$ cat config.mk
export PLATFORM = sky130hd
export DESIGN_NAME = dm_responder
export DESIGN_NICKNAME = d
export VERILOG_FILES = /design/src/rtl/dm_responder.sv
export SDC_FILE = /design/constraint.sdc
export NUM_CORES = 2
export LEC_CHECK = 0
export ABC_AREA = 1
export CAP_MARGIN = 30
export CORE_ASPECT_RATIO = 0.6
export CORE_MARGIN = 2
export CORE_UTILIZATION = 60
export DETAILED_ROUTE_END_ITERATION = 10
export MAX_ROUTING_LAYER = met4
export PLACE_DENSITY = 0.74
export REMOVE_ABC_BUFFERS = 1
export SLEW_MARGIN = 20
export SYNTH_ARGS = -nofsm -noshare
export SYNTH_HDL_FRONTEND = slang
export SYNTH_SLANG_ARGS = --single-unit
$ cat constraint.sdc
create_clock -name clk -period 5.35 [get_ports clk]
set_input_delay 0.535 -clock clk [delete_from_list [all_inputs] [get_ports clk]]
set_output_delay 0.535 -clock clk [all_outputs]
set_load 0.03 [all_outputs]
$ cat src/rtl/dm_responder.sv
// Single-word load/store responder with a programmable number of wait states.
// Define DM_RESP_ALIGN_CHK_EN to flag misaligned addresses through resp_err.
module dm_responder #(
   parameter int DEPTH_LOG2  = 6,
   parameter int WAIT_CYCLES = 2
) (
   input  logic        clk,
   input  logic        rst,
   input  logic        req_valid,
   output logic        req_ready,
   input  logic        req_we,
   input  logic [31:0] req_addr,
   input  logic [31:0] req_wdata,
   output logic        resp_valid,
   input  logic        resp_ready,
   output logic [31:0] resp_rdata,
   output logic        resp_err
);

   localparam int DEPTH = 1 << DEPTH_LOG2;

   typedef enum logic [1:0] {IDLE, WAIT, RESP} state_t;

   state_t                state;
   logic [3:0]            cnt;
   logic                  lat_we;
   logic                  lat_err;
   logic [DEPTH_LOG2-1:0] lat_idx;
   logic [31:0]           lat_wdata;
   logic [31:0]           mem [DEPTH];

   logic                  accept;
   logic                  in_err;
   logic                  go_resp;
   logic                  acc_we;
   logic                  acc_err;
   logic [DEPTH_LOG2-1:0] acc_idx;
   logic [31:0]           acc_wdata;
   logic [31:0]           acc_rdata;
   logic                  unused_addr_bits;

   assign accept = req_valid && req_ready;

`ifdef DM_RESP_ALIGN_CHK_EN
   assign in_err = (req_addr[1:0] != 2'b00);
`else
   assign in_err = 1'b0;
`endif

   assign unused_addr_bits = ^{req_addr[31:DEPTH_LOG2+2], req_addr[1:0]};

   // The access happens on the edge that enters RESP: straight from IDLE when
   // there are no wait states (using the live request), else from the latch.
   always_comb begin
      go_resp   = 1'b0;
      acc_we    = lat_we;
      acc_err   = lat_err;
      acc_idx   = lat_idx;
      acc_wdata = lat_wdata;
      if (state == IDLE) begin
         acc_we    = req_we;
         acc_err   = in_err;
         acc_idx   = req_addr[DEPTH_LOG2+1:2];
         acc_wdata = req_wdata;
         go_resp   = accept && (WAIT_CYCLES == 0);
      end else if (state == WAIT) begin
         go_resp   = (cnt == 4'd1);
      end
      acc_rdata = (acc_we || acc_err) ? 32'h0 : mem[acc_idx];
   end

   // NOTE: storage has no reset so it maps onto RAM; only the control path is reset,
   // and since go_resp depends on reset state an abandoned store never commits.
   always_ff @(posedge clk) begin
      if (go_resp && acc_we && !acc_err)
         mem[acc_idx] <= acc_wdata;
   end

   // NOTE: all state uses non-blocking assignments so every register samples
   // pre-edge values, matching the hardware regardless of statement order.
   always_ff @(posedge clk or negedge rst) begin
      if (!rst) begin
         state      <= IDLE;
         cnt        <= 4'd0;
         req_ready  <= 1'b0;
         resp_valid <= 1'b0;
         resp_rdata <= 32'h0;
         resp_err   <= 1'b0;
         lat_we     <= 1'b0;
         lat_err    <= 1'b0;
         lat_idx    <= '0;
         lat_wdata  <= 32'h0;
      end else begin
         case (state)
            IDLE: begin
               if (accept) begin
                  req_ready <= 1'b0;
                  lat_we    <= req_we;
                  lat_err   <= in_err;
                  lat_idx   <= req_addr[DEPTH_LOG2+1:2];
                  lat_wdata <= req_wdata;
                  if (WAIT_CYCLES == 0) begin
                     state      <= RESP;
                     resp_valid <= 1'b1;
                     resp_rdata <= acc_rdata;
                     resp_err   <= acc_err;
                  end else begin
                     state <= WAIT;
                     cnt   <= 4'(WAIT_CYCLES);
                  end
               end else begin
                  req_ready <= 1'b1;
               end
            end
            WAIT: begin
               cnt <= cnt - 4'd1;
               if (go_resp) begin
                  state      <= RESP;
                  resp_valid <= 1'b1;
                  resp_rdata <= acc_rdata;
                  resp_err   <= acc_err;
               end
            end
            RESP: begin
               if (resp_ready) begin
                  state      <= IDLE;
                  resp_valid <= 1'b0;
                  req_ready  <= 1'b1;
               end
            end
            default: begin
               state      <= IDLE;
               req_ready  <= 1'b0;
               resp_valid <= 1'b0;
            end
         endcase
      end
   end

endmodule

==> Flow_metrics.wiki <==
{| class="wikitable"
! Metric !! Value
|-
| Final critical-path required period || roughly 4.1 ns
|-
| Post-CTS setup buffer count || 0
|-
| Setup-violating endpoint count in the final report || 0
|-
| Post-synthesis share of cell area spent on and, or, nand and nor gates || approximately a fifth
|-
| Count of nets left with antenna violations after detail routing || 0
|-
| Register bit total from synthesis || around 2.1k
|-
| Worst Tran Pin Value || ~1.2 ns
|-
| Vias per inst || 5.79
|-
| TritonCTS clock tree || built
|-
| Required time of the critical path || 5.78 ns
|-
| Root Buffer || sky130_fd_sc_hd__clkbuf_16
|-
| CP Class || reg -> reg
|-
| Share of post-route cells with drive strength above 1 || under 10%
|-
| Detailed Routing Iterations Pass 1 || 6
|-
| Cell row count || ~110
|-
| Number of antenna violations at the first check in global routing || 16
|-
| Fill cell total of the finished layout || between 10k and 15k
|-
| Post-synthesis instance area || roughly 88000 sq um
|-
| Hold violation total from the final report || 0
|-
| RSZ-0062 raised after global routing || false
|-
| Width of the die || ~500 microns
|-
| Largest fanout of any net on the critical path || 26
|-
| Worst slew margin relative to its limit || a little under a quarter
|-
| Prevailing post-synth register cell || sky130_fd_sc_hd__edfxtp_1
|-
| Arrival time of data at the critical path endpoint || around 4.5 ns
|-
| First DRT Iteration DRCs || a little under 10k
|-
| Worst setup timing slack at the placement stage || around 1.4 ns
|-
| Clk_lat worst skew || around 0.81 ns
|-
| Number of input and output port buffers inserted || 76
|-
| Number of nets in the final layout || roughly 8.4k
|-
| Total die area || approximately 150000 sq um
|-
| Most numerous cell types in the synthesized netlist || 3557 x sky130_fd_sc_hd__nand2_1, 2048 x sky130_fd_sc_hd__edfxtp_1, 832 x sky130_fd_sc_hd__inv_1
|-
| Async set or reset register ratio after synthesis || 3.71%
|-
| Smallest setup slack after layout || 1.25 ns
|-
| Number of cells traversed by the worst register-to-register path || 8
|-
| Crit start category || flop
|-
| Synth Instances || around 8.3k
|-
| Vert. Die Dim || ~300 microns
|-
| Number of synthesized flops with an enable pin || around 2k
|-
| LEAKAGE || a little under 40 nW
|-
| Via count of the first global-routing pass || 56.3k
|-
| Yosys synthesis warning count || 0
|-
| Wire length per cell after detailed routing || ~24 microns
|-
| Top-level I/O count || 104
|-
| Run status || finished, final reports clean
|-
| Remaining Overflow, GRT || 0
|-
| Maximum vdd ir drop || around 0.8 mV
|-
| Library cell with the highest instance count after synthesis || sky130_fd_sc_hd__nand2_1
|-
| Hold Path Depth || 3
|-
| Post-synth cell types || 31
|-
| Combinational family with the most area after synthesis || simple AND/OR/NAND/NOR gates
|-
| Post-synth top area cell || sky130_fd_sc_hd__edfxtp_1
|-
| Starting Density || 60.3%
|-
| Cell Pwr Density || about 620 nW/um^2
|-
| Detailed placement HPWL || between 100 and 150 mm
|-
| Cell types with the largest area share after synthesis || sky130_fd_sc_hd__edfxtp_1 70%, sky130_fd_sc_hd__nand2_1 15%, sky130_fd_sc_hd__inv_1 3.5%
|-
| Standard cell core area || about 150000 sq um
|-
| Global-route wire length before repair || between 300 and 400 mm
|-
| Maximum number of pins on one net before global-route repair || 133
|-
| Final TNS setup || 0 ns
|-
| Maximum root-to-sink buffer count || 3
|-
| Final number of max-transition violations || 0
|-
| Seq/Total Area, Yosys || a little under three quarters
|-
| Synth Area in Compound Gates || approximately 2.1%
|-
| Clock-pin transition on the worst setup and hold timing paths || ~0.07 ns
|-
| Total clock sinks || 2127
|-
| Mux contribution to synthesized area || less than 1%
|-
| Last weighted congestion value of the routability-driven placer || around 0.91
|-
| Clock buffers created by TritonCTS || 182
|-
| Global router's overall resource usage || 34.2%
|-
| Final core occ || between 60% and 70%
|-
| Max-capacitance violation count || 0
|-
| Mean instance size in the synthesized netlist || 10.7 sq um
|-
| Proportion of netlist area held by the largest area contributor || a little over two thirds
|-
| Via count || 60.5k
|-
| Setup Skew || 0.0359 ns
|-
| Portion of the clock cycle consumed by the worst path in the final layout || 76.6%
|-
| Final routed wirelength across all metal layers || between 200 and 250 mm
|-
| Xor/xnor cell area share of the yosys netlist || less than 1%
|-
| Maximum clock frequency || 0.244 GHz
|-
| Hold Path Class || in -> reg
|-
| Arithmetic-cell share of the synthesized area counting full adders, half adders and majority gates || less than 1%
|-
| Critical path capture point type || flop
|-
| DRC violations left || 0
|-
| CTS H-tree depth || 4
|-
| Area growth from synthesis to layout || 11.3%
|}
[sequential cells by signal (all words and copies together) (netlist names)]
signal,count
resp_valid,1
mem,2048
cnt,4
lat_we,1
req_ready,1
resp_rdata,32
state,2
lat_wdata,32
lat_idx,6
[metrics by stage]
step / total power [mW] / std cells / area (sq um) / hold slack [ns]
after detailed placement: 47.3 / 10100 / 92900 / 0.474
after global placement: 46.6 / 10100 / 92800 / 0.466
after CTS: 59.9 / 10400 / 98500 / 0.297
final: 60.6 / 10400 / 98500 / 0.324
after global routing: 63.0 / 10400 / 98500 / 0.323
after floorplan: 34.7 / 7861 / 86600 / 0.239
[logic make-up after synthesis]
logic type | after synthesis
buffers and inverters | 1250
AO/OA/AOI/OAI | 370
other | 1
flip-flops | 2127
multiplexers | 1
AND/OR/NAND/NOR | 4520
XOR/XNOR | 1
adder cells (fa/ha/maj) | 2
[power by group]
group | internal [mW] | switching [mW]
sequential | 21.7 | 0.335
clock | 6.79 | 5.94
combinational | 5.80 | 20.0
total | 34.3 | 26.3
[critical path: stages (launching register included)]
cell and delay, ns:
sky130_fd_sc_hd__dfrtp_1 0.43, sky130_fd_sc_hd__inv_1 0.14, sky130_fd_sc_hd__nor2_1 0.43, sky130_fd_sc_hd__nand3_2 0.19, sky130_fd_sc_hd__nor2_1 0.59, sky130_fd_sc_hd__nand3_1 0.73
sky130_fd_sc_hd__buf_4 0.43, sky130_fd_sc_hd__nor2_4 0.25, sky130_fd_sc_hd__buf_4 0.49
[path summary, 6_finish.rpt]
check                                   start        endpoint  slack (ns)
worst max-delay path                 state[0]     mem[44][17]        1.25
worst min-delay path                   req_we          lat_we        0.32
worst max register to register       state[0]     mem[44][17]        1.25
worst min register to register  lat_wdata[31]   lat_wdata[31]        0.49
max in group asynchronous                 rst  resp_rdata[10]        3.87
min in group asynchronous                 rst       req_ready        0.37
[layer usage]
layer	part of all wire [%]	vias up	wire length (microns)	track usage, %
li1	-	27200	-	-
met1	38	28600	94400	47.8
met2	43	4062	107000	47.5
met3	16	571	38900	9.91
met4	4.1	0	10200	13.5
met5	0	-	0	-
[repair_timing]
action	4_1_cts	5_1_grt
hold buffers	1	0
resized for setup	0	0
hold endpoints to repair	51	0
setup endpoints to repair	0	0
[cells in the final DEF (no fill, tap or decap), types with 4 or more instances in the layout]
cell type                         instances
sky130_fd_sc_hd__nand2_1               3553
sky130_fd_sc_hd__edfxtp_1              2048
sky130_fd_sc_hd__inv_1                  832
sky130_fd_sc_hd__nand3_1                570
sky130_fd_sc_hd__o21ai_0                258
sky130_fd_sc_hd__clkbuf_16              186
sky130_fd_sc_hd__nor2_1                 184
sky130_fd_sc_hd__buf_4                  179
sky130_fd_sc_hd__nand4_1                114
sky130_fd_sc_hd__dfrtp_1                 79
sky130_fd_sc_hd__clkdlybuf4s50_1         75
sky130_fd_sc_hd__nor2_4                  69
sky130_fd_sc_hd__clkbuf_1                52
sky130_fd_sc_hd__a21oi_1                 50
sky130_fd_sc_hd__clkinv_1                38
sky130_fd_sc_hd__buf_12                  37
sky130_fd_sc_hd__o21ai_4                 33
sky130_fd_sc_hd__clkinv_2                30
sky130_fd_sc_hd__o21ai_1                 23
sky130_fd_sc_hd__and2_1                  14
sky130_fd_sc_hd__clkbuf_8                11
sky130_fd_sc_hd__diode_2                  8
sky130_fd_sc_hd__inv_2                    6
sky130_fd_sc_hd__nor3_4                   5
sky130_fd_sc_hd__bufinv_16                5
sky130_fd_sc_hd__nand2_4                  4
[cell type report]
cell class | count | area (sq um) | area share, %
Inverter | 839 | 3150 | 3.20
Multi-Input combinational cell | 4895 | 21000 | 21.3
Antenna cell | 8 | 20.0 | 0.0203
Timing Repair Buffer | 293 | 2870 | 2.92
Sequential cell | 2127 | 63500 | 64.5
Clock inverter | 84 | 584 | 0.593
Clock buffer | 249 | 5000 | 5.08
Tap cell | 1942 | 2430 | 2.47
(Power assumes the default switching activity.)
